===== src/rtl/rect_pulse_meter.sv =====
// Measures delay, high time, low time and period (in clk cycles) of a
// synchronised rectangular input, single-shot or continuously.
module rect_pulse_meter #(
    parameter int CNT_W       = 16,
    parameter int SYNC_STAGES = 2
) (
    input  logic             clk,
    input  logic             rst_n,
    input  logic             sig_in,
    input  logic             arm,
    input  logic             cont,
    input  logic             stop,
    output logic             busy,
    output logic             meas_valid,
    output logic [CNT_W-1:0] td,
    output logic [CNT_W-1:0] th,
    output logic [CNT_W-1:0] tl,
    output logic [CNT_W:0]   period,
    output logic             sat
);

    // state     | meaning
    // IDLE      | waiting for arm; outputs hold the last result
    // WAIT_RISE | counting delay until the first true rising edge
    // HIGH      | counting high time until the falling edge
    // LOW       | counting low time until the rising edge closing the period
    typedef enum logic [1:0] {IDLE, WAIT_RISE, HIGH, LOW} state_t;

    localparam logic [CNT_W-1:0] CNT_MAX = '1;
    localparam logic [CNT_W-1:0] CNT_ONE = {{(CNT_W-1){1'b0}}, 1'b1};

    logic [SYNC_STAGES-1:0] sync_q;
    logic                   s_d_q;
    logic                   s;
    logic                   rise;
    logic                   fall;

    state_t            state_q, state_d;
    logic              cont_q, cont_d;
    logic              first_q, first_d;
    logic [CNT_W-1:0]  td_cnt_q, td_cnt_d;
    logic [CNT_W-1:0]  hi_cnt_q, hi_cnt_d;
    logic [CNT_W-1:0]  lo_cnt_q, lo_cnt_d;
    logic [CNT_W-1:0]  td_hold_q, td_hold_d;
    logic [CNT_W-1:0]  th_hold_q, th_hold_d;
    logic              td_sat_q, td_sat_d;
    logic              hi_sat_q, hi_sat_d;
    logic              lo_sat_q, lo_sat_d;
    logic              th_sat_q, th_sat_d;
    logic [CNT_W-1:0]  td_q, td_d;
    logic [CNT_W-1:0]  th_q, th_d;
    logic [CNT_W-1:0]  tl_q, tl_d;
    logic [CNT_W:0]    period_q, period_d;
    logic              sat_q, sat_d;
    logic              valid_q, valid_d;

    assign s    = sync_q[SYNC_STAGES-1];
    assign rise = s & ~s_d_q;
    assign fall = ~s & s_d_q;

    always_ff @(posedge clk or negedge rst_n) begin
        if (!rst_n) begin
            sync_q <= '0;
            s_d_q  <= 1'b0;
        end else begin
            sync_q <= {sync_q[SYNC_STAGES-2:0], sig_in};
            s_d_q  <= s;
        end
    end

    always_ff @(posedge clk or negedge rst_n) begin
        if (!rst_n) begin
            state_q   <= IDLE;
            cont_q    <= 1'b0;
            first_q   <= 1'b0;
            td_cnt_q  <= '0;
            hi_cnt_q  <= '0;
            lo_cnt_q  <= '0;
            td_hold_q <= '0;
            th_hold_q <= '0;
            td_sat_q  <= 1'b0;
            hi_sat_q  <= 1'b0;
            lo_sat_q  <= 1'b0;
            th_sat_q  <= 1'b0;
            td_q      <= '0;
            th_q      <= '0;
            tl_q      <= '0;
            period_q  <= '0;
            sat_q     <= 1'b0;
            valid_q   <= 1'b0;
        end else begin
            state_q   <= state_d;
            cont_q    <= cont_d;
            first_q   <= first_d;
            td_cnt_q  <= td_cnt_d;
            hi_cnt_q  <= hi_cnt_d;
            lo_cnt_q  <= lo_cnt_d;
            td_hold_q <= td_hold_d;
            th_hold_q <= th_hold_d;
            td_sat_q  <= td_sat_d;
            hi_sat_q  <= hi_sat_d;
            lo_sat_q  <= lo_sat_d;
            th_sat_q  <= th_sat_d;
            td_q      <= td_d;
            th_q      <= th_d;
            tl_q      <= tl_d;
            period_q  <= period_d;
            sat_q     <= sat_d;
            valid_q   <= valid_d;
        end
    end

    always_comb begin
        state_d   = state_q;
        cont_d    = cont_q;
        first_d   = first_q;
        td_cnt_d  = td_cnt_q;
        hi_cnt_d  = hi_cnt_q;
        lo_cnt_d  = lo_cnt_q;
        td_hold_d = td_hold_q;
        th_hold_d = th_hold_q;
        td_sat_d  = td_sat_q;
        hi_sat_d  = hi_sat_q;
        lo_sat_d  = lo_sat_q;
        th_sat_d  = th_sat_q;
        td_d      = td_q;
        th_d      = th_q;
        tl_d      = tl_q;
        period_d  = period_q;
        sat_d     = sat_q;
        valid_d   = 1'b0;

        if (stop) begin
            state_d = IDLE;
        end else begin
            case (state_q)
                IDLE: begin
                    if (arm) begin
                        state_d   = WAIT_RISE;
                        cont_d    = cont;
                        first_d   = 1'b1;
                        td_cnt_d  = '0;
                        th_hold_d = '0;
                        td_sat_d  = 1'b0;
                        hi_sat_d  = 1'b0;
                        lo_sat_d  = 1'b0;
                        th_sat_d  = 1'b0;
                    end
                end
                WAIT_RISE: begin
                    if (rise) begin
                        td_hold_d = td_cnt_q;
                        hi_cnt_d  = CNT_ONE;
                        hi_sat_d  = 1'b0;
                        state_d   = HIGH;
                    end else begin
                        // Skipping the first cycle cancels the detector's extra cycle of latency.
                        first_d = 1'b0;
                        if (!first_q) begin
                            if (td_cnt_q == CNT_MAX) td_sat_d = 1'b1;
                            else                     td_cnt_d = td_cnt_q + CNT_ONE;
                        end
                    end
                end
                HIGH: begin
                    if (fall) begin
                        th_hold_d = hi_cnt_q;
                        th_sat_d  = hi_sat_q;
                        lo_cnt_d  = CNT_ONE;
                        lo_sat_d  = 1'b0;
                        state_d   = LOW;
                    end else if (hi_cnt_q == CNT_MAX) begin
                        hi_sat_d = 1'b1;
                    end else begin
                        hi_cnt_d = hi_cnt_q + CNT_ONE;
                    end
                end
                LOW: begin
                    if (rise) begin
                        valid_d  = 1'b1;
                        td_d     = td_hold_q;
                        th_d     = th_hold_q;
                        tl_d     = lo_cnt_q;
                        period_d = {1'b0, th_hold_q} + {1'b0, lo_cnt_q};
                        sat_d    = td_sat_q | th_sat_q | lo_sat_q;
                        th_sat_d = 1'b0;
                        lo_sat_d = 1'b0;
                        if (cont_q) begin
                            hi_cnt_d = CNT_ONE;
                            hi_sat_d = 1'b0;
                            state_d  = HIGH;
                        end else begin
                            state_d = IDLE;
                        end
                    end else if (lo_cnt_q == CNT_MAX) begin
                        lo_sat_d = 1'b1;
                    end else begin
                        lo_cnt_d = lo_cnt_q + CNT_ONE;
                    end
                end
                default: state_d = IDLE;
            endcase
        end
    end

    assign busy       = (state_q != IDLE);
    assign meas_valid = valid_q;
    assign td         = td_q;
    assign th         = th_q;
    assign tl         = tl_q;
    assign period     = period_q;
    assign sat        = sat_q;

endmodule


===== config.mk =====
export PLATFORM = sky130hd
export DESIGN_NAME = rect_pulse_meter
export DESIGN_NICKNAME = d
export VERILOG_FILES = /design/src/rtl/rect_pulse_meter.sv
export SDC_FILE = /design/constraint.sdc
export NUM_CORES = 1
export LEC_CHECK = 0
export ABC_AREA = 1
export CAP_MARGIN = 20
export CORE_ASPECT_RATIO = 1.75
export CORE_MARGIN = 1.5
export CORE_UTILIZATION = 50
export CTS_BUF_LIST = sky130_fd_sc_hd__clkbuf_8
export DETAILED_ROUTE_END_ITERATION = 10
export GPL_ROUTABILITY_DRIVEN = 0
export PLACE_DENSITY_LB_ADDON = 0.25
export SLEW_MARGIN = 15
export SYNTH_ARGS = -nofsm -noshare
export SYNTH_HDL_FRONTEND = slang
export SYNTH_SLANG_ARGS = --single-unit
export TNS_END_PERCENT = 5

===== constraint.sdc =====
create_clock -name clk -period 2.5 [get_ports clk]
set_clock_uncertainty 0.15 [all_clocks]
set_input_delay 0.25 -clock clk [delete_from_list [all_inputs] [get_ports clk]]
set_output_delay 0.25 -clock clk [all_outputs]
set_load 0.01 [all_outputs]

# [Yosys cells after proc, flatten, opt, wreduce, memory -nomap -nowiden]
# Index checks and enable logic that the tools add are counted.
[word_totals] elab_cells=123 inputBits=6 output_inout_bits=68 reg_bits=158
[op_classes] reduce_logical=20 eq_ne=25 n_bitwise=7 mux=47 addsub=4
[ops] op="two-way mux 16 bit" n=13
[ops] op="one-hot mux 16 bit (2 select lines)" n=3
[ops] op="adder 16 x 1 -> 16 bit (second input constant)" n=3
[ops] op="== test 16 bit (second input constant)" n=3
[ops] op="one-hot mux 16 bit (3 select lines)" n=1
[ops] op="!= test 2 bit (second input constant)" n=14
[ops] op="two-way mux 1 bit" n=18
[ops] op="adder 16 x 16 -> 17 bit" n=1
[ops] op="!= test 3 bit (second input constant)" n=5
[ops] op="AND reduction 5 bit" n=3
[ops] op="AND reduction 7 bit" n=2
[ops] op="two-way mux 2 bit" n=6
[ops] op="AND reduction 4 bit" n=3
[ops] op="AND reduction 6 bit" n=2
[ops] op="AND reduction 3 bit" n=3
[ops] op="one-hot mux 2 bit (4 select lines)" n=1
[ops] op="nonzero test 2 bit" n=4
[ops] op="one-hot mux 1 bit (3 select lines)" n=2
[ops] op="nonzero test 3 bit" n=2
[ops] op="== test 2 bit (second input constant)" n=2
[ops] op="one-hot mux 1 bit (2 select lines)" n=2
[ops] op="one-hot mux 1 bit (4 select lines)" n=1
[ops] op="inverter 1 bit" n=3
[ops] op="AND 1 bit" n=2
[ops] op="other kinds (3)" n=4

# [Longest topological paths before layout]
[depth] ltp_word=5 depth_mapped=11 ltp_nobuf=11

# [Worst setup path before layout]
# Ideal clock, no wire load.
[synth_timing] path_type="register to register" start="register lo_cnt_q[0]" end="register period_q[6] (netlist: period[6])" period_less_slack_ps=1979 setup_time_ps=117 stages_incl_launch_ff=10 t_arrival_ps=1711 path_slack_ps=521 n_path_buf=0 cell_sequence="dfrtp_1 -> ha_1 -> fa_1 -> nand2_1 -> nand2_1 -> nand3b_1 -> nand2_1 -> or2_2 -> nand3_1 -> nand2_1"
[synth_between] elab_chain_cells=1
[synth_rtl] element="start, declared" line_no="43" rtl="logic [CNT_W-1:0] lo_cnt_q, lo_cnt_d;"
[synth_rtl] element="start signal, assigned" line_no="97" rtl="lo_cnt_q <= lo_cnt_d;"
[synth_rtl] element="adder 16 x 16 -> 17 bit" line_no="184" rtl="period_d = {1'b0, th_hold_q} + {1'b0, lo_cnt_q};"
[synth_rtl] element="end signal, assigned" line_no="107" rtl="period_q <= period_d;"
[synth_rtl] element="end, declared" line_no="53" rtl="logic [CNT_W:0] period_q, period_d;"
# Every way passes these cells.
# A chain may end at the register's enable or synchronous reset.

# [Worst setup path after layout]
[layout_timing] start="register td_cnt_q[1]" end="register td_cnt_q[10]"
[layout_between] elab_chain_cells=5
[layout_rtl] element="start, declared" line_no="41" rtl="logic [CNT_W-1:0] td_cnt_q, td_cnt_d;"
[layout_rtl] element="start signal, assigned" line_no="95" rtl="td_cnt_q <= td_cnt_d;"
[layout_rtl] element="adder 16 x 1 -> 16 bit" line_no="161" rtl="else td_cnt_d = td_cnt_q + CNT_ONE;"
[layout_rtl] element="two-way mux 16 bit" line_no="160" rtl="if (td_cnt_q == CNT_MAX) td_sat_d = 1'b1;"
[layout_rtl] element="two-way mux 16 bit" line_no="159" rtl="if (!first_q) begin"
[layout_rtl] element="two-way mux 16 bit" line_no="151" rtl="if (rise) begin"
[layout_rtl] element="one-hot mux 16 bit (2 select lines)" line_no="136" rtl="case (state_q)"
# Parallel ways exist; a longest one is shown, timed or not. The select of a mux whose other input is x is not followed.

==> run_results.csv <==
group,metric,value,unit
timing,rsz0062_at_grt,"false",
worst_setup_path,crit_arrival,2.44,ns
grt,antenna_found_initial,0,
timing,fin_crit,2.226,ns
cts,clkLatencyLatePin,0.46,ns
yosys,synth-seq-cells,158,
worst_setup_path,cp-start-kind,"register",
cts,cts.clk_slew.worst_paths,0.10,ns
placement,io_buffer_count,73,
worst_setup_path,r2r_cells,10,
layout,num-fill-cells,1472,
cts,clk_path_buf_depth,2,
outcome,status,"complete, no violations",
cts,cts_resized,0,
floorplan,rows,61,
layout,multi_input_area,3617,um^2
power,max-vdd-ir-drop,0.5358,mV
grt,grt_pass1_wl,33980,um
floorplan,die_x,99.56,um
floorplan,dieArea,17120,um^2
worst_setup_path,end_kind,"register",
drt,viasPerCell,5.328,
worst_hold_path,hp-start,"sig_in",
grt,track_usage,0.2538,
yosys,yosysUniqueCellTypes,35,
worst_hold_path,hold_class,"input port to register",
layout,drive_gt1_frac,0.06383,
placement,dp_hpwl,15130,um
floorplan,die_h,172.0,um
worst_setup_path,r2r_start,"td_cnt_q[1]$_DFFE_PN0P_",
floorplan,design.core.area,15950,um^2
timing,tightest_slew,0.8847,ns
layout,final_design_area_no_fill,9582,um^2
grt,grt_pass1_vias,7056,
drt,antenna_left,0,
placement,dpl-instance-area,9155,um^2
floorplan,initial_core_util,0.5114,
worst_setup_path,reg2reg_slack,0.27,ns
worst_hold_path,holdPathEnd,"sync_q[0]$_DFF_PN0_",
timing,drv_slew,0,
drt,drtIter0Drc,342,
yosys,synthFlopType,"dfrtp_1",
run,max-cap-violations,0,
worst_hold_path,whs_path_depth,1,
yosys,netlist_instances,1082,
cts,cts_num_sinks,158,
timing,slew_headroom,0.4102,
worst_setup_path,criticalPathCategory,"register to register",
floorplan,io_pins,74,
layout,ff_latch_area,3954,um^2
drt,dr_total_vias,7268,
power,p_per_area,703.1,nW/um^2
timing,timing.fmax,449.3,MHz
timing,period_share,0.8904,
timing,hold_viol,0,
timing,tns,0,ns
worst_setup_path,worstPathRequired,2.71,ns
yosys,ys_seq_area_frac,0.4847,
yosys,synth-edff-count,0,
yosys,synth_fp_nets,1108,
drt,wl_per_cell,15.02,um
drt,wirelength,20490,um
cts,htree_levels,4,
grt,grt_max_degree,99,
drt,first_pass_iters,5,
cts,root_buffer,"clkbuf_8",
cts,cts_buffers,17,
power,power,6.737,mW
yosys,ys_warn_count,0,
drt,drc,0,
layout,layout.nets,1188,
layout,diodes,0,
timing,finalSetupViolations,0,
grt,overflow,0,
worst_setup_path,regToRegEndpoint,"td_cnt_q[10]$_DFFE_PN0P_",
yosys,syn_area,8158,um^2
cts,tritoncts,"done",
worst_setup_path,crit_path_max_fanout,17,
yosys,syn_area_per_cell,7.540,um^2
yosys,postSynth.asyncResetShare,1.000,
power,p_leak,4.665,nW
layout,area_delta_synth_final,17.45,%
==> state kept, by name, summed over array words and instances, names as in the netlist, 16 cells and up <==
name       flops
td_hold_q     16
td            16
period        17
lo_cnt_q      16
hi_cnt_q      16
th            16
tl            16
td_cnt_q      16
th_hold_q     16
==> cell families (layout without fill, tap and decap cells) <==
logic type | after synthesis | count (layout) | share of synthesized area
AOI/OAI and AO/OA | 125 | 125 | 0.07929
xor gates and xnor gates | 15 | 15 | 0.01610
adders and majority gates | 20 | 20 | 0.03160
buffers and inverters | 147 | 240 | 0.07224
DFF | 158 | 158 | 0.4847
and+or+nand+nor | 617 | 617 | 0.3161
==> stage by stage <==
step	std cells	hold slack, ns	setup slack, ns	utilization
final	1364	0.07466	0.2741	0.6007
after global routing	1364	0.06341	0.1058	0.6007
after CTS	1364	0.06196	0.3379	0.6007
after detailed placement	1331	0.1183	0.2601	0.5739
after global placement	1331	0.1147	0.2810	0.5739
after floorplan	1082	-0.1956	0.5213	-
==> power breakdown <==
group / internal (mW) / switching (mW) / leakage (nW)
registers: 2.80 / 0.203 / 2.17
clock network: 0.951 / 1.06 / 0.209
logic: 0.648 / 1.08 / 2.29
total: 4.40 / 2.34 / 4.66
==> cell usage after synthesis, types with 3 or more instances <==
cell type,number,share of area
nand4_1,20,0.015
o21ai_1,5,0.0031
o22ai_1,3,0.0023
clkbuf_1,15,0.0069
buf_2,12,0.0074
o21a_1,3,0.0028
xnor2_1,7,0.0075
ha_1,19,0.029
nand3b_1,4,0.0037
nor2_1,73,0.034
inv_1,109,0.050
o21ai_0,82,0.050
dfrtp_1,158,0.48
a21oi_1,28,0.017
nand2_2,4,0.0031
nor3_1,19,0.012
nand2_1,395,0.18
xor2_1,8,0.0086
nor2_2,7,0.0054
inv_2,4,0.0018
or2_2,3,0.0023
nand3_1,86,0.053
==> worst max-delay path, cell delays in order (launching register included) <==
cell and delay, ns:
dfrtp_1 0.43, ha_1 0.22, nand3_1 0.11, nor2_1 0.18, nand2_1 0.14, nor2_1 0.13
nand3_1 0.19, nand2_4 0.26, nand2_4 0.17, nand2_1 0.11, nand2_1 0.05
==> cell usage in the layout, fill, tap and decap left out, types with 3 or more instances in the layout <==
cell | Yosys | routed
clkinv_4 | 0 | 3
clkdlybuf4s50_1 | 0 | 72
xnor2_1 | 7 | 7
nor3_1 | 19 | 19
inv_6 | 0 | 6
buf_12 | 0 | 3
or2_2 | 3 | 3
inv_2 | 4 | 4
o21ai_1 | 5 | 5
o22ai_1 | 3 | 3
a21oi_1 | 28 | 28
o21ai_0 | 82 | 82
clkbuf_8 | 0 | 18
ha_1 | 19 | 19
nand2_1 | 395 | 394
nor2_1 | 73 | 73
xor2_1 | 8 | 8
nand2_2 | 4 | 5
nand3b_1 | 4 | 4
dfrtp_1 | 158 | 158
buf_4 | 2 | 17
o21a_1 | 3 | 3
nand3_1 | 86 | 86
nor2_2 | 7 | 7
nand4_1 | 20 | 20
inv_1 | 109 | 109
==> metal layers <==
metal  vias to the layer above  wire (um)  global-route usage
li1                       3605          -                   -
met1                      3410       7967              0.2820
met2                       181      10730              0.4592
met3                        72        619             0.03193
met4                         0       1173              0.1531
met5                         -          0                   0
==> what timing repair did <==
action,CTS,global route
endpoints found under the hold margin,56,0
setup buffers,0,0
endpoints found under the setup margin,0,0
hold buffers,1,0
==> final cells by class <==
type,count,share of cell area
sequential,158,0.4126
multi-input combinational,777,0.3775
timing repair buffer,94,0.09702
inverter,114,0.04466
clock buffer,18,0.02586
tap,189,0.02468
clock inverter,14,0.01763
==> worst max path at each step <==
stage | startpoint | end | slack (ns) | cells past startpoint
after floorplan | lo_cnt_q[0]$_DFFE_PN0P_ | period[6]$_DFFE_PN0P_ | 0.52 | 9
after global placement | stop | period[8]$_DFFE_PN0P_ | 0.28 | 7
after detailed placement | stop | td[8]$_DFFE_PN0P_ | 0.26 | 7
after CTS | td_cnt_q[7]$_DFFE_PN0P_ | td_cnt_q[15]$_DFFE_PN0P_ | 0.34 | 9
after global routing | lo_cnt_q[0]$_DFFE_PN0P_ | lo_cnt_q[6]$_DFFE_PN0P_ | 0.11 | 10
final | td_cnt_q[1]$_DFFE_PN0P_ | td_cnt_q[10]$_DFFE_PN0P_ | 0.27 | 10
No activity file was read; power rests on OpenSTA's default activity.
